### src/rtl/wb_cdb_arbiter.sv
// wb_cdb_arbiter: round-robin writeback arbiter sharing one registered CDB write port
// among the ALU, MUL, DIV and LOAD result buffers.
module wb_cdb_arbiter #(
    parameter int TAG_W  = 5,
    parameter int DATA_W = 32,
    parameter int CNT_W  = 16
) (
    input  logic              clk,
    input  logic              rst_n,
    input  logic              flush,
    input  logic              alu_valid,
    input  logic [TAG_W-1:0]  alu_tag,
    input  logic [DATA_W-1:0] alu_data,
    output logic              alu_ready,
    input  logic              mul_valid,
    input  logic [TAG_W-1:0]  mul_tag,
    input  logic [DATA_W-1:0] mul_data,
    output logic              mul_ready,
    input  logic              div_valid,
    input  logic [TAG_W-1:0]  div_tag,
    input  logic [DATA_W-1:0] div_data,
    output logic              div_ready,
    input  logic              ld_valid,
    input  logic [TAG_W-1:0]  ld_tag,
    input  logic [DATA_W-1:0] ld_data,
    output logic              ld_ready,
    output logic              cdb_valid,
    output logic [TAG_W-1:0]  cdb_tag,
    output logic [DATA_W-1:0] cdb_data,
    output logic [1:0]        cdb_src,
    input  logic              cnt_clr,
    output logic [CNT_W-1:0]  conflict_cnt
);
    logic [3:0]        src_valid, rdy, acc, gnt, buf_v;
    logic [TAG_W-1:0]  src_tag [4];
    logic [TAG_W-1:0]  buf_tag [4];
    logic [DATA_W-1:0] src_data [4];
    logic [DATA_W-1:0] buf_data [4];
    logic [1:0]        rr_ptr, gnt_idx, j;
    logic              any, multi;

    assign src_valid = {ld_valid, div_valid, mul_valid, alu_valid};
    assign src_tag   = '{alu_tag, mul_tag, div_tag, ld_tag};
    assign src_data  = '{alu_data, mul_data, div_data, ld_data};

    // Walk the search order backwards so the earliest hit (closest to rr_ptr) wins.
    always_comb begin
        any     = 1'b0;
        gnt_idx = rr_ptr;
        j       = rr_ptr;
        for (int i = 3; i >= 0; i--) begin
            j = rr_ptr + 2'(i);
            if (buf_v[j]) begin
                any     = 1'b1;
                gnt_idx = j;
            end
        end
    end

    assign gnt   = any ? (4'b0001 << gnt_idx) : 4'b0000;
    assign rdy   = flush ? 4'b0000 : (~buf_v | gnt);
    assign acc   = src_valid & rdy;
    assign multi = (buf_v & (buf_v - 4'd1)) != 4'd0;
    assign {ld_ready, div_ready, mul_ready, alu_ready} = rdy;

    always_ff @(posedge clk or negedge rst_n) begin
        if (!rst_n) begin
            buf_v     <= 4'b0000;
            rr_ptr    <= 2'd0;
            cdb_valid <= 1'b0;
            cdb_tag   <= '0;
            cdb_data  <= '0;
            cdb_src   <= 2'd0;
        end else if (flush) begin
            buf_v     <= 4'b0000;
            cdb_valid <= 1'b0;
        end else begin
            buf_v     <= (buf_v & ~gnt) | acc;
            cdb_valid <= any;
            if (any) begin
                cdb_tag  <= buf_tag[gnt_idx];
                cdb_data <= buf_data[gnt_idx];
                cdb_src  <= gnt_idx;
                rr_ptr   <= gnt_idx + 2'd1;
            end
        end
    end

    always_ff @(posedge clk or negedge rst_n) begin
        if (!rst_n)
            conflict_cnt <= '0;
        else if (cnt_clr)
            conflict_cnt <= '0;
        else if (!flush && multi && !(&conflict_cnt))
            conflict_cnt <= conflict_cnt + CNT_W'(1);
    end

    // Payload needs no reset: buf_v qualifies it.
    always_ff @(posedge clk) begin
        for (int i = 0; i < 4; i++) begin
            if (acc[i]) begin
                buf_tag[i]  <= src_tag[i];
                buf_data[i] <= src_data[i];
            end
        end
    end
endmodule

### config.mk
export PLATFORM = sky130hd
export DESIGN_NAME = wb_cdb_arbiter
export DESIGN_NICKNAME = d
export VERILOG_FILES = /design/src/rtl/wb_cdb_arbiter.sv
export SDC_FILE = /design/constraint.sdc
export NUM_CORES = 1
export LEC_CHECK = 0
export CELL_PAD_IN_SITES_DETAIL_PLACEMENT = 0
export CELL_PAD_IN_SITES_GLOBAL_PLACEMENT = 1
export CORE_ASPECT_RATIO = 1.25
export CORE_UTILIZATION = 43
export DETAILED_ROUTE_END_ITERATION = 8
export GPL_TIMING_DRIVEN = 0
export PLACE_DENSITY = 0.84
export SLEW_MARGIN = 0
export SYNTH_ARGS = -nofsm -noshare
export SYNTH_HDL_FRONTEND = slang
export SYNTH_SLANG_ARGS = --single-unit
### constraint.sdc
create_clock -name clk -period 4.75 [get_ports clk]
set_input_delay 0.95 -clock clk [delete_from_list [all_inputs] [get_ports clk]]
set_output_delay 0.95 -clock clk [all_outputs]
set_load 0.1 [all_outputs]
---- Word level (Yosys, flattened, before mapping) ----
Memories as Yosys holds them, arrays and structs flattened. A register that Yosys moved wholly into a read port is not among the register bits.
Index checks and enable logic that the tools add are counted.
storage, ports and cells
  RAM bits ................................ 148
  memories kept ........................... 2
  input bits .............................. 156
  flip-flop bits (word level) ............. 25
  output and inout port bits .............. 60
  logic and storage cells ................. 66
operators by class
  multiplexer cells ....................... 30
  reduce and logical (&&, ||, !) cells .... 10
  add/sub/neg operators ................... 6
  shift operators ......................... 1
  bitwise logic cells ..................... 8
  magnitude comparators ................... 4
memories
  name      words  width  rd ports  clocked after memory_dff  write ports  RTL line  text
  buf_data  4      32     1         1                         4            38        logic [DATA_W-1:0] buf_data [4];
  buf_tag   4      5      1         1                         4            36        logic [TAG_W-1:0] buf_tag [4];
operators by type and width
  kind                   number
  $mux 16                2
  $mux 1                 17
  $add 16x1->16 const B  1
  $reduce_and 16->1      1
  $and 4x4->4            3
  $lt 2x3->1 const B     4
  $mux 4                 3
  $bmux 1 s2             4
  $mux 2                 4
  $not 4->4              2
  $or 4x4->4             2
  $add 2x1->2 const B    2
  $add 2x2->2 const B    2
  $logic_not 1->1        4
  $reduce_bool 4->1      1
  $shl 1x2->4 const A    1
  $sub 4x1->4 const B    1
  $logic_and 1x1->1      2
  $reduce_and 2->1       1
  $reduce_bool 2->1      1
  $not 1->1              1

---- Depth between registers and ports, before layout ----
Gate-level depths: netlist of the first run.
  depth in word-level cells ............... 14
  depth in mapped cells ................... 8
  mapped depth without buffers ............ 6

---- Worst setup path after synthesis of the first run ----
No wires, ideal clock.
  path kind ............................... reg2out
  from .................................... register buf_v[2]
  to ...................................... output ld_ready
  path buffers ............................ 1
  slack ................................... 1.558 ns
  arrival ................................. 2.242 ns
  cell stages (with the launch flop) ...... 7
  data required time ...................... 3.800 ns
  cells stage by stage .................... dfrtp_1 buf_2 nor2b_1 o21a_1 or3_1 o21ai_0 and2_1
between the ends
  word-level cells in the longest chain between the ends .. 10
  elaborated cells between the ends (all ways) .. 20
  those cells by class .................... shift (1); mux (18); bitwise (1)
RTL lines
  item                          RTL line  text
  start: declaration            34        logic [3:0] src_valid, rdy, acc, gnt, buf_v;
  start signal: assignment      78        buf_v <= (buf_v & ~gnt) | acc;
  $bmux 1 s2                    53        if (buf_v[j]) begin
  $mux 1 (not written as such)  53
  $mux 2 (4 in a row)           53
  $shl 1x2->4                   60        assign gnt = any ? (4'b0001 << gnt_idx) : 4'b0000;
  $mux 4 (*)                    60
  $or 4x4->4 (*)                61        assign rdy = flush ? 4'b0000 : (~buf_v | gnt);
  $mux 4 (*)                    61
  end: declaration              26        output logic ld_ready,
Mark *: on every way between the ends. The rest lies on a longest branch, timed or not. The select of a mux whose other input is x is not followed.

---- Worst setup path after layout of the first run ----
  from .................................... register buf_v[0]
  to ...................................... output div_ready
between the ends
  word-level cells in the longest chain between the ends .. 10
  elaborated cells between the ends (all ways) .. 20
  those cells by class .................... shift (1); mux (18); bitwise (1)
RTL lines
  item                          RTL line  text
  $bmux 1 s2                    53
  $mux 1 (not written as such)  53
  $mux 2 (4 in a row)           53
  $shl 1x2->4                   60
  $mux 4 (*)                    60
  $or 4x4->4 (*)                61
  $mux 4 (*)                    61
  end: declaration              22        output logic div_ready,
Marks and branches as above.

==> results of run 1 <==
[per-stage QoR]
step | worst slack (ps) | area, µm² | util
final | 189.0 | 11650 | 0.6159
after floorplan | 1558 | 8357 | -
after CTS | 120.9 | 11650 | 0.6157
after detailed placement | 576.5 | 10870 | 0.5747
after global routing | 44.77 | 11650 | 0.6159
after global placement | 531.6 | 10790 | 0.5703
[worst paths after layout]
kind | startpoint | endpoint | slack [ps]
setup / recovery | buf_v[0]$_DFF_PN0_ | div_ready | 190
hold / removal | cdb_src[0]$_DFFE_PN0P_ | cdb_src[0]$_DFFE_PN0P_ | 510
setup reg to reg | buf_v[0]$_DFF_PN0_ | buf_data[3][21]$_DFFE_PP_ | 1790
hold reg to reg | cdb_src[0]$_DFFE_PN0P_ | cdb_src[0]$_DFFE_PN0P_ | 510
max in group asynchronous | rst_n | cdb_data[20]$_DFFE_PN0P_ | 3590
min in group asynchronous | rst_n | cdb_src[0]$_DFFE_PN0P_ | 570
[cell type report]
type	count	area (µm²)
multi-input combinational	303	2137
timing repair buffer	218	2222
fill	1434	7267
sequential	210	5996
inverter	8	30.03
tap	232	290.3
clock inverter	4	71.32
clock buffer	36	705.7
buffer	36	198.9
[flip-flops by register name (all words and copies together), names as in the netlist]
name,cells
buf_data,128
cdb_data,32
buf_tag,20
conflict_cnt,16
cdb_tag,5
buf_v,4
cdb_src,2
rr_ptr,2
cdb_valid,1
[cell families after synthesis]
family                     synth area share
buffers and inverters               0.02740
muxes                               0.05091
xor gates and xnor gates            0.01677
AOI/OAI and AO/OA                    0.1147
DFF                                  0.7175
adders and majority gates          0.002695
and+or+nand+nor                     0.07007
[where the power goes]
part           total [mW]  internal (mW)  switching, mW
Combinational        2.65          0.788           1.87
Sequential           2.39           2.24          0.149
Clock                1.80           1.12          0.681
Total                6.84           4.15           2.70
[worst max-delay path, delay by kind of cell (launching register included)]
kind	cells	cell delay, ps
flops	1	450
simple gates	4	1240
buf+inv	1	1130
compound gates	1	290
[per-layer routing]
metal,global-route usage,up-vias
met4,0.07029,0
li1,-,2642
met1,0.2684,2850
met2,0.4088,215
met5,0,-
met3,0.03650,31
[Yosys cell counts, drive strengths merged (5+ instances only)]
cell type,n,area share
o21ai,44,0.028
edfxtp,148,0.53
clkbuf,17,0.0076
dfrtp,62,0.19
nand3,41,0.025
mux2,36,0.049
buf,19,0.016
nand2,9,0.0043
nor2,21,0.0094
a21oi,43,0.026
inv,8,0.0036
a211oi,6,0.0054
and2,5,0.0037
a221o,36,0.043
xnor2,13,0.014
and3,10,0.0075
[timing repair]
action,in CTS,in global routing
resized for setup,0,1
endpoints found under the setup margin,0,1
setup buffers,0,0
==> metrics.md, run 1 <==
| Metric | Value |
|---|---|
| Syn nets | 714 |
| Most frequent cells in the layout | 212 x clkdlybuf4s50_1, 148 x edfxtp_1, 62 x dfrtp_1, 42 x o21ai_0, 42 x a21oi_1 |
| Hold buffer count at cts | 0 |
| 1st-pass router iterations | 4 |
| Commonest non-fill, non-tap cell in the layout | clkdlybuf4s50_1 |
| Count of state elements after synthesis | 210 |
| Fmax | approximately 220 MHz |
| Share of cells above drive strength 1 | 0.1178 |
| WL met1 | 8.535 mm |
| Slowest cell on crit path | clkdlybuf4s50_1 |
| Port buffer count | 214 |
| Row Count | 56 |
| Synth unique cells | 54 |
| Relative slew slack | 0.2877 |
| Cells on worst reg2reg path | 6 |
| Synth warn | 0 |
| Drt total wl | around 22 mm |
| Critical path cell sequence | nor2b_1 > nor4_4 > nor2_1 > o21ai_0 > and2_1 > clkdlybuf4s50_1 |
| Top Layer Used | met4 |
| CTS tree | done |
| Initial DRC Count | 309 |
| Fin Hold WS | slightly above 500 ps |
| CTS Buffer Depth | 3 |
| Final min period | 4561 ps |
| GR Overflow Total | 0 |
| Worst skew pair latency | 490 ps |
| CP required | ~3800 ps |
| Met2 WL post-DR | 11.48 mm |
| Final non-filler cell total | approximately 1000 |
| Vias in the first global route | roughly 6100 |
| Starting density of the core | 0.4417 |
| IO Pins | 216 |
| Synthesis-to-layout area growth | 39.42% |
| Worst-Margin Slew | 1065 ps |
| Total power | 6.844 mW |
| # diodes | 0 |
| First-pass GRT wire length | 33.58 mm |
| Syn Inst Count | 557 |
| Power Density | 587.4 nW/µm² |
| DRT antenna net count | 0 |
| Clk sink count | 210 |
| Fin. Hold Viols | 0 |
| Period Utilization, post-route | 0.9602 |
| Dpl hpwl | about 15 mm |
| Core area | 18920 µm² |
| Layout net count | 956 |
| Setup violations, final | 0 |
| Cells after DPL | approximately 1000 |
| Post-Syn Area | 8357 µm² |
| Worst path max stage delay | 1130 ps |
| DRC Markers | 0 |
| Met3 WL | 1.282 mm |
| Routed vias/inst | 5.480 |
| Mean Syn Cell Area | 15.00 µm² |
| Total GRT Usage | 0.2229 |
| RSZ-0062 raised after global routing | no |
| Clock-pin slew of the registers on the worst-case setup and hold paths | 60 ps |
| Worst VDD drop | 521.3 µV |
| Main flop type after synthesis | edfxtp_1 |
| Cts bufs inserted | 22 |
| CTS H-tree lvls | 1 |
| Clk_skew | about 12 ps |
| Hold Path Depth | 1 |
| Die Wd | ~130 µm |
| Clock Tree Root | clkbuf_16 |
| RD Place Congestion | between 0.8 and 0.9 |
| Critical path launch point type | flip-flop |
| Die area | 20000 µm² |
| P_leak | approximately 4.2 nW |
| Max Cap Viol | 0 |
| Status | finished, final reports clean |
| CP Class | reg -> out |
| Wirelength per Cell | between 20 and 25 µm |
| Crit end category | output port |
| Fin. max-slew vios | 0 |
| Sequential fraction of the synthesis area | 0.7175 |
| Critical path fanouts, max | 10 |
| Hold/Removal Path Class | reg -> reg |
| Antenna violations before repair | 0 |
| Chip height | ~160 µm |
| Post-synth EDFFs | 148 |
| Largest net degree at the start of global routing | 63 |
| Post-synth ARST share | 0.2952 |
| Setup TNS | 0 ps |
| Arr. time, crit path | between 3000 and 4000 ps |
| DR vias | 5738 |
(Power assumes the default switching activity.)
==> inputs of run 2 (changes only) <==
TNS_END_PERCENT = 1   (was default)
==> results of run 2 <==
The final DEF is identical to that of run 1; final timing and power are the same.
